$ cat src/rtl/pwr_seq_pkg.sv
// Shared definitions for the power/reset sequencer: state encoding,
// default timing and the per-state output decode.
package pwr_seq_pkg;

   typedef enum logic [2:0] {
      ST_IDLE  = 3'd0,
      ST_STAB  = 3'd1,
      ST_PADEN = 3'd2,
      ST_OUTEN = 3'd3,
      ST_PREL  = 3'd4,
      ST_RUN   = 3'd5,
      ST_SWRST = 3'd6
   } state_e;

   localparam int unsigned DEF_STAB_CYCLES  = 1024;
   localparam int unsigned DEF_GAP_CYCLES   = 16;
   localparam int unsigned DEF_SWRST_CYCLES = 32;
   localparam int unsigned DEF_CNT_W        = 16;

   typedef struct packed {
      logic pad_ie;
      logic pad_oe;
      logic periph_rst;
      logic core_rst;
      logic seq_done;
   } seq_out_t;

   // Everything disabled, everything held in reset.
   localparam seq_out_t OUT_RESET = '{pad_ie: 1'b0, pad_oe: 1'b0, periph_rst: 1'b1,
                                      core_rst: 1'b1, seq_done: 1'b0};

   // Output levels that each state drives (registered by the caller).
   function automatic seq_out_t state_outputs(input state_e st);
      seq_out_t o;
      o = OUT_RESET;
      case (st)
         ST_IDLE, ST_STAB: o = OUT_RESET;
         ST_PADEN: begin
            o.pad_ie = 1'b1;
         end
         ST_OUTEN: begin
            o.pad_ie = 1'b1;
            o.pad_oe = 1'b1;
         end
         ST_PREL: begin
            o.pad_ie     = 1'b1;
            o.pad_oe     = 1'b1;
            o.periph_rst = 1'b0;
         end
         ST_RUN: begin
            o.pad_ie     = 1'b1;
            o.pad_oe     = 1'b1;
            o.periph_rst = 1'b0;
            o.core_rst   = 1'b0;
            o.seq_done   = 1'b1;
         end
         ST_SWRST: begin
            o.pad_ie     = 1'b1;
            o.pad_oe     = 1'b1;
            o.periph_rst = 1'b0;
            o.core_rst   = 1'b1;
            o.seq_done   = 1'b0;
         end
         default: o = OUT_RESET;
      endcase
      return o;
   endfunction

endpackage

$ cat src/rtl/sync_2ff.sv
// Single-bit two-flop synchronizer, synchronous active-high reset to 0.
module sync_2ff (
   input  logic clk,
   input  logic rst,
   input  logic d,
   output logic q
);

   logic ff1_r;
   logic ff2_r;

   // Two-stage capture of the asynchronous input into the clk domain.
   always_ff @(posedge clk) begin
      if (rst) begin
         ff1_r <= 1'b0;
         ff2_r <= 1'b0;
      end else begin
         ff1_r <= d;
         ff2_r <= ff1_r;
      end
   end

   assign q = ff2_r;

endmodule

$ cat src/rtl/pwr_seq_ctrl.sv
// Power/reset sequencer: waits for stable IO power and PLL lock, then
// releases pad input enable, pad output enable, peripheral reset and core
// reset in that order. Any loss of power or lock drops everything at once.
module pwr_seq_ctrl
   import pwr_seq_pkg::*;
#(
   parameter int unsigned STAB_CYCLES  = DEF_STAB_CYCLES,
   parameter int unsigned GAP_CYCLES   = DEF_GAP_CYCLES,
   parameter int unsigned SWRST_CYCLES = DEF_SWRST_CYCLES,
   parameter int unsigned CNT_W        = DEF_CNT_W
) (
   input  logic       clk,
   input  logic       rst,
   input  logic       poc_ok_i,
   input  logic       pll_lock_i,
   input  logic       sw_rst_req_i,
   output logic       pad_ie_o,
   output logic       pad_oe_o,
   output logic       periph_rst_o,
   output logic       core_rst_o,
   output logic       seq_done_o,
   output logic [2:0] state_o
);

   localparam logic [CNT_W-1:0] STAB_LAST  = CNT_W'(STAB_CYCLES - 1);
   localparam logic [CNT_W-1:0] GAP_LAST   = CNT_W'(GAP_CYCLES - 1);
   localparam logic [CNT_W-1:0] SWRST_LAST = CNT_W'(SWRST_CYCLES - 1);
   localparam logic [CNT_W-1:0] CNT_MAX    = {CNT_W{1'b1}};

   logic             poc_sync_s;
   logic             pll_sync_s;
   logic             pwr_ok_s;
   state_e           state_r;
   state_e           state_nxt_s;
   logic [CNT_W-1:0] cnt_r;
   seq_out_t         out_r;

   sync_2ff u_sync_poc (.clk(clk), .rst(rst), .d(poc_ok_i),   .q(poc_sync_s));
   sync_2ff u_sync_pll (.clk(clk), .rst(rst), .d(pll_lock_i), .q(pll_sync_s));

   assign pwr_ok_s = poc_sync_s & pll_sync_s;

   // Next-state selection; power loss outranks every other transition.
   always_comb begin
      state_nxt_s = state_r;
      case (state_r)
         ST_IDLE: begin
            if (pwr_ok_s) state_nxt_s = ST_STAB;
            else          state_nxt_s = ST_IDLE;
         end
         ST_STAB: begin
            if (!pwr_ok_s)               state_nxt_s = ST_IDLE;
            else if (cnt_r == STAB_LAST) state_nxt_s = ST_PADEN;
            else                         state_nxt_s = ST_STAB;
         end
         ST_PADEN: begin
            if (!pwr_ok_s)              state_nxt_s = ST_IDLE;
            else if (cnt_r == GAP_LAST) state_nxt_s = ST_OUTEN;
            else                        state_nxt_s = ST_PADEN;
         end
         ST_OUTEN: begin
            if (!pwr_ok_s)              state_nxt_s = ST_IDLE;
            else if (cnt_r == GAP_LAST) state_nxt_s = ST_PREL;
            else                        state_nxt_s = ST_OUTEN;
         end
         ST_PREL: begin
            if (!pwr_ok_s)              state_nxt_s = ST_IDLE;
            else if (cnt_r == GAP_LAST) state_nxt_s = ST_RUN;
            else                        state_nxt_s = ST_PREL;
         end
         ST_RUN: begin
            if (!pwr_ok_s)         state_nxt_s = ST_IDLE;
            else if (sw_rst_req_i) state_nxt_s = ST_SWRST;
            else                   state_nxt_s = ST_RUN;
         end
         ST_SWRST: begin
            if (!pwr_ok_s)                state_nxt_s = ST_IDLE;
            else if (cnt_r == SWRST_LAST) state_nxt_s = ST_RUN;
            else                          state_nxt_s = ST_SWRST;
         end
         default: state_nxt_s = ST_IDLE;
      endcase
   end

   // State register.
   always_ff @(posedge clk) begin
      if (rst) state_r <= ST_IDLE;
      else     state_r <= state_nxt_s;
   end

   // Dwell counter: cleared on every state change, saturates instead of wrapping.
   always_ff @(posedge clk) begin
      if (rst)                         cnt_r <= {CNT_W{1'b0}};
      else if (state_nxt_s != state_r) cnt_r <= {CNT_W{1'b0}};
      else if (cnt_r != CNT_MAX)       cnt_r <= cnt_r + {{(CNT_W-1){1'b0}}, 1'b1};
      else                             cnt_r <= cnt_r;
   end

   // Output register: levels follow the state one cycle later, glitch-free.
   always_ff @(posedge clk) begin
      if (rst) out_r <= OUT_RESET;
      else     out_r <= state_outputs(state_r);
   end

   assign pad_ie_o     = out_r.pad_ie;
   assign pad_oe_o     = out_r.pad_oe;
   assign periph_rst_o = out_r.periph_rst;
   assign core_rst_o   = out_r.core_rst;
   assign seq_done_o   = out_r.seq_done;
   assign state_o      = state_r;

endmodule

$ cat config.mk
export PLATFORM = sky130hd
export DESIGN_NAME = pwr_seq_ctrl
export DESIGN_NICKNAME = d
export VERILOG_FILES = /design/src/rtl/pwr_seq_pkg.sv /design/src/rtl/sync_2ff.sv /design/src/rtl/pwr_seq_ctrl.sv
export SDC_FILE = /design/constraint.sdc
export NUM_CORES = 1
export LEC_CHECK = 0
export ABC_AREA = 1
export BUFFER_PORTS_ARGS = -buffer_cell sky130_fd_sc_hd__buf_2
export CORE_MARGIN = 4
export CORE_UTILIZATION = 35
export CTS_BUF_LIST = sky130_fd_sc_hd__clkbuf_4 sky130_fd_sc_hd__clkbuf_8
export CTS_CLUSTER_SIZE = 12
export DETAILED_ROUTE_END_ITERATION = 12
export PLACE_DENSITY = 0.55
export SLEW_MARGIN = 20
export SYNTH_ARGS = -nofsm -noshare
export SYNTH_HDL_FRONTEND = slang
export SYNTH_SLANG_ARGS = --single-unit
$ cat constraint.sdc
create_clock -name clk -period 1.95 [get_ports clk]
set_clock_uncertainty 0.05 [all_clocks]
set_input_delay 0.4875 -clock clk [delete_from_list [all_inputs] [get_ports clk]]
set_output_delay 0.4875 -clock clk [all_outputs]
set_load 0.005 [all_outputs]
==> metrics, run 1 <==
CTS tree done; Final GP Congestion 0.799; Final Critical Period 1.81 ns; crit path max fanout 8; Max Cap Violations 0; Netlist Area Pre-Place 0.00164 mm^2; largest cells by area after synthesis dfxtp_1 (34%), nor2_4 (8.3%), nor2_1 (8.0%); Die Span X 76.4 um; largest net degree at the start of global routing 17; Yosys reg bits 28; Worst Max-Slew Pin Slew 0.503 ns; placed cell count 285; initial DRC count 90; WP data arrival 1.98 ns; Worst Path Required 2.12 ns; status completed; via count 1351; Rel. slew slack 0.661; DRT Wirelength 3180 um; design area 0.00194 mm^2; worst hold-check path type input pin to flop; Synth Instances 216; Endpoint, Worst Hold u_sync_poc.ff1_r; GRT overflow 0; Detail Route Antenna Nets 0; IO Count 13; hold_sp poc_ok_i; most frequent cells after synthesis nor2_1 (35), nand2_1 (34), dfxtp_1 (28), inv_1 (24), nand3_1 (18); floorplan row count 24; core area 0.00444 mm^2; Via density 4.64; syn_area_per_cell 7.57 um^2; CTS root buffer clkbuf_8; nets 246; Reg2Reg Depth 12; drt wl/cell 10.9 um; initial antenna violation count 0; Most used DFF post-synth dfxtp_1; Fillers 473; detailed-route DRC error count 0; Seq/Total Area, Yosys 0.343; Initial Util 0.368; setup_tns 0 ns; EDFF count, synth 0; First-pass DRT Iterations 5; Fin. Hold Viols 0; worst hold margin 0.351 ns; Yosys cell types 32; largest area contributor in the netlist dfxtp_1; Max IR drop VDD 0.000251 V; Ys Warns 0; fmax 0.552 GHz; GRT Total Usage 0.113; Post-DP HPWL 2470 um; most frequent cell after synthesis nor2_1; CTS Buf Count 3; R2R Path End cnt_r[15]; maximum clock path buffer count 2; CP Class flop to flop; Cell Pwr Density 577 mW/mm^2; Sink Count 28; vias in the first global route 1251; PnR Total Power 1.12 mW; endpoints failing setup 0; reg2reg setup slack 0.14 ns; critical path endpoint category flop; fin. max-slew vios 0; die height 76.4 um; CTS clock-pin slew for the worst setup and hold paths 0.10 ns; setup ws final 0.138 ns; Leakage 0.815 nW; Area Growth Syn to Fin 18.7%; crit share post-route 0.929; ys async rst share 0; worst-skew pair later-pin latency 0.28 ns; H-tree levels 1; non-filler cells, final 291; Core Util, Final 0.437; Die Area 0.00583 mm^2; area post-placement 0.00180 mm^2; Worst setup SP type flop; hold depth 3; Syn Nets 222; share of cells above drive strength 1 0.326; Worst R2R Start cnt_r[1]; Place WS -0.0309 ns; n_diodes 0; RSZ-0062 raised after global routing true; # port buffers 12; top cell type's share of synthesized area 0.343; first-pass GRT wire length 5480 um
[layout make-up]
class | count | area [um^2] | area share
timing repair buffer | 22 | 151 | 0.0780
multi-input combinational | 157 | 972 | 0.501
clock inverter | 1 | 30.0 | 0.0155
inverter | 28 | 105 | 0.0542
sequential | 28 | 576 | 0.297
tap | 52 | 65.1 | 0.0335
clock buffer | 3 | 41.3 | 0.0213
[routing by layer]
layer,global-route usage,wire [um]
met1,0.146,1580
met4,0.0435,43
met5,0,0
met2,0.192,1470
met3,0.0142,74
[critical path, cell delays in order, from the launching register on]
cell and delay, ns:
dfxtp_4 0.38, ha_4 0.16, nand3_4 0.12, nor2_4 0.15
nand2_2 0.09, nand3_1 0.09, nand2_2 0.07, nor2_4 0.10
nand3_2 0.08, nand2_2 0.09, nand3_4 0.10, buf_12 0.18
nor2_1 0.08
[logic make-up (layout without fill, tap and decap cells)]
kind of cell | Yosys count | after routing | share of synthesized area
simple gates | 130 | 130 | 0.445
buf+inv | 31 | 54 | 0.0872
flops | 28 | 28 | 0.343
compound gates | 13 | 13 | 0.0474
xor+xnor | 12 | 12 | 0.0643
fa+ha+maj | 1 | 1 | 0.00765
mux | 1 | 1 | 0.00612
[how the worst max path moves through the flow]
stage / endpoint / startpoint
5_1_grt: cnt_r[6] / cnt_r[1]
3_3_place_gp: cnt_r[11] / cnt_r[0]
3_5_place_dp: cnt_r[9] / cnt_r[0]
4_1_cts: cnt_r[9] / cnt_r[1]
2_1_floorplan: cnt_r[14] / cnt_r[0]
6_report: cnt_r[15] / cnt_r[1]
[layout by cell type (no fill, tap or decap), types with 2 or more instances in the layout]
master / count
nand4_1: 4
xnor2_1: 2
nor2_1: 34
nor3_1: 3
buf_2: 12
xor2_1: 9
nor2_4: 13
nand2_1: 33
clkbuf_8: 3
nor2_2: 5
a21oi_1: 4
dfxtp_1: 20
dfxtp_4: 2
nor3_2: 2
nor4_1: 3
o21ai_0: 3
dfxtp_2: 6
nand2_2: 9
inv_1: 24
nand3_1: 18
nand3_4: 2
a21oi_2: 2
inv_2: 4
buf_4: 8
[timing repair]
| item | in CTS | in global routing |
|---|---|---|
| setup endpoints to repair | 15 | 16 |
| hold buffers | 0 | 0 |
| resized for setup | 3 | 16 |
| buffers inserted | 0 | 2 |
| pin swaps | 0 | 8 |
[sequential cells by signal, summed over array words and instances, names as in the netlist]
register          flops
cnt_r                16
core_rst_o            1
pad_ie_o              1
pad_oe_o              1
periph_rst_o          1
seq_done_o            1
state_o               3
u_sync_pll.ff1_r      1
u_sync_pll.q          1
u_sync_poc.ff1_r      1
u_sync_poc.q          1
[where the power goes]
| group | total (mW) | switching, mW | internal, mW |
|---|---|---|---|
| clock network | 0.461 | 0.187 | 0.275 |
| registers | 0.590 | 0.00860 | 0.581 |
| logic | 0.0684 | 0.0367 | 0.0317 |
| total | 1.12 | 0.232 | 0.888 |
No activity file was read; power rests on OpenSTA's default activity.
==> inputs of run 2 (changes only) <==
Clock period 1.95 ns to 2.2 ns, I/O delays scaled along.
==> run 2 against run 1 <==
Maximum frequency shrank 6.2%. Worst hold slack better by 0.0050 ns. Cell count is 2.4% lower.
==> metrics, run 2 (synthesis gave the netlist of run 1 again) <==
Leakage 0.763 nW; GRT Total Usage 0.109; IO Count 13; Detail Route Antenna Nets 0; First-pass DRT Iterations 4; endpoints failing setup 0; largest net degree at the start of global routing 17; Die Span X 76.4 um; Post-DP HPWL 2330 um; # hold bufs at CTS 0; CTS root buffer clkbuf_8; floorplan row count 24; worst-path cell chain ha_1 > nand3_4 > nor2_4 > nand2_2 > nand2_2 > nand2_1 > nor2_1 > nand2_1 > nand3_1 > nand2_2 > nand3_4 > buf_12 > nor2_1; Rel. slew slack 0.679; share of cells above drive strength 1 0.246; CP max stage delay 0.38 ns; Max IR drop VDD 0.000184 V; fin. max-slew vios 0; worst hold-check path type flop to flop; Top reg by flops cnt_r; internal power 0.695 mW; critical path's slowest cell dfxtp_1; Worst Path Required 2.32 ns; sequential power share 0.585; initial DRC count 82; maximum clock path buffer count 2; Final Critical Period 1.93 ns; # port buffers 12; hold_sp u_sync_pll.ff1_r; Sink Count 28; CTS Buf Count 3; commonest non-fill, non-tap cells in the layout nor2_1 (35), nand2_1 (34), dfxtp_1 (28), inv_1 (24), nand3_1 (18); nets 239; P_sw 0.195 mW; die height 76.4 um; Reg2Reg Depth 13; Worst setup SP type flop; Worst Max-Slew Pin Slew 0.477 ns; Clock power frac 0.358; Die Area 0.00583 mm^2; crit share post-route 0.878; H-tree levels 1; non-filler cells, final 284; detailed-route DRC error count 0; placed cell count 280; Fin. Hold Viols 0; Area Growth Syn to Fin 10.9%; Gate power share 0.056; initial antenna violation count 0; status completed; drt wl/cell 10.3 um; switching share of power 0.219; worst-skew pair later-pin latency 0.27 ns; CTS resizes 0; n_diodes 0; core area 0.00444 mm^2; GRT overflow 0; hold depth 2; critical path endpoint category flop; commonest non-fill, non-tap cell in the layout nor2_1; fmax 0.518 GHz; crit-path leading delay family simple AND/OR/NAND/NOR gates; setup_tns 0 ns; vias in the first global route 1281; reg2reg setup slack 0.27 ns; Initial Util 0.368; R2R Path End cnt_r[11]; CTS clock-pin slew for the worst setup and hold paths 0.10 ns; Max Cap Violations 0; RSZ-0062 raised after global routing false; Endpoint, Worst Hold u_sync_pll.q; Crit path top cell by count nand2_2; via count 1317; worst path bufs/invs 1; DRT Wirelength 2920 um; CTS tree done; first-pass GRT wire length 5440 um; Final GP Congestion 0.806; WP data arrival 2.05 ns; Cell Pwr Density 491 mW/mm^2; CP Class flop to flop; Worst R2R Start cnt_r[0]; Largest register FFs 16; crit path max fanout 16; Via density 4.64; Post-CTS Setup Bufs 0
## run 2: cell types whose count changed in the layout (fill, tap and decap cells not counted), moves of 2 or more
cell,before,now
dfxtp_1,20,28
dfxtp_4,2,0
dfxtp_2,6,0
buf_4,8,2
## run 2: stage by stage
stage	cell area [um^2]	power (mW)	utilization	hold slack, ns	setup WS [ns]
2_1_floorplan	1640	0.574	-	0.338	0.418
3_3_place_gp	1760	0.584	0.396	0.341	0.281
3_5_place_dp	1760	0.585	0.396	0.343	0.280
4_1_cts	1810	0.906	0.408	0.357	0.262
5_1_grt	1810	0.930	0.408	0.376	0.0496
6_report	1810	0.890	0.408	0.356	0.269
## run 2: worst reg2reg max path, delay by kind of cell (launching register included)
| kind | cells | cell delay (ns) |
|---|---|---|
| adders and majority gates | 1 | 0.26 |
| buffers and inverters | 1 | 0.19 |
| DFF | 1 | 0.38 |
| and+or+nand+nor | 11 | 0.96 |
## run 2: metal layers
metal,wire length [um],share of wire,vias to the layer above,GRT usage
met5,0,0,-,0
met4,35,0.012,0,0.0399
met3,59,0.020,2,0.0165
met2,1340,0.46,13,0.185
met1,1490,0.51,587,0.139
li1,-,-,715,-
## run 2: how the worst max path moves through the flow
| stage | from | slack [ns] | cells after the start | end |
|---|---|---|---|---|
| 4_1_cts | cnt_r[0] | 0.26 | 13 | cnt_r[11] |
| 2_1_floorplan | cnt_r[0] | 0.42 | 13 | cnt_r[14] |
| 5_1_grt | cnt_r[0] | 0.05 | 12 | cnt_r[15] |
| 6_report | cnt_r[0] | 0.27 | 13 | cnt_r[11] |
| 3_5_place_dp | cnt_r[0] | 0.28 | 13 | cnt_r[11] |
| 3_3_place_gp | cnt_r[0] | 0.28 | 13 | cnt_r[11] |
## run 2: final cells by class
class / instances / area [um^2]
Clock buffer: 4 / 55.1
Sequential cell: 28 / 561
Timing Repair Buffer: 15 / 95.1
Inverter: 28 / 105
Fill cell: 463 / 2630
Multi-Input combinational cell: 157 / 932
Tap cell: 52 / 65.1
## run 2: power by group through the flow
stage / registers [mW] / logic (mW) / clock network (mW)
CTS: 0.521 / 0.0516 / 0.333
global route: 0.523 / 0.0557 / 0.352
floorplan: 0.532 / 0.0417 / 0
finish: 0.521 / 0.0499 / 0.319
global placement: 0.533 / 0.0510 / 0
detailed placement: 0.533 / 0.0515 / 0
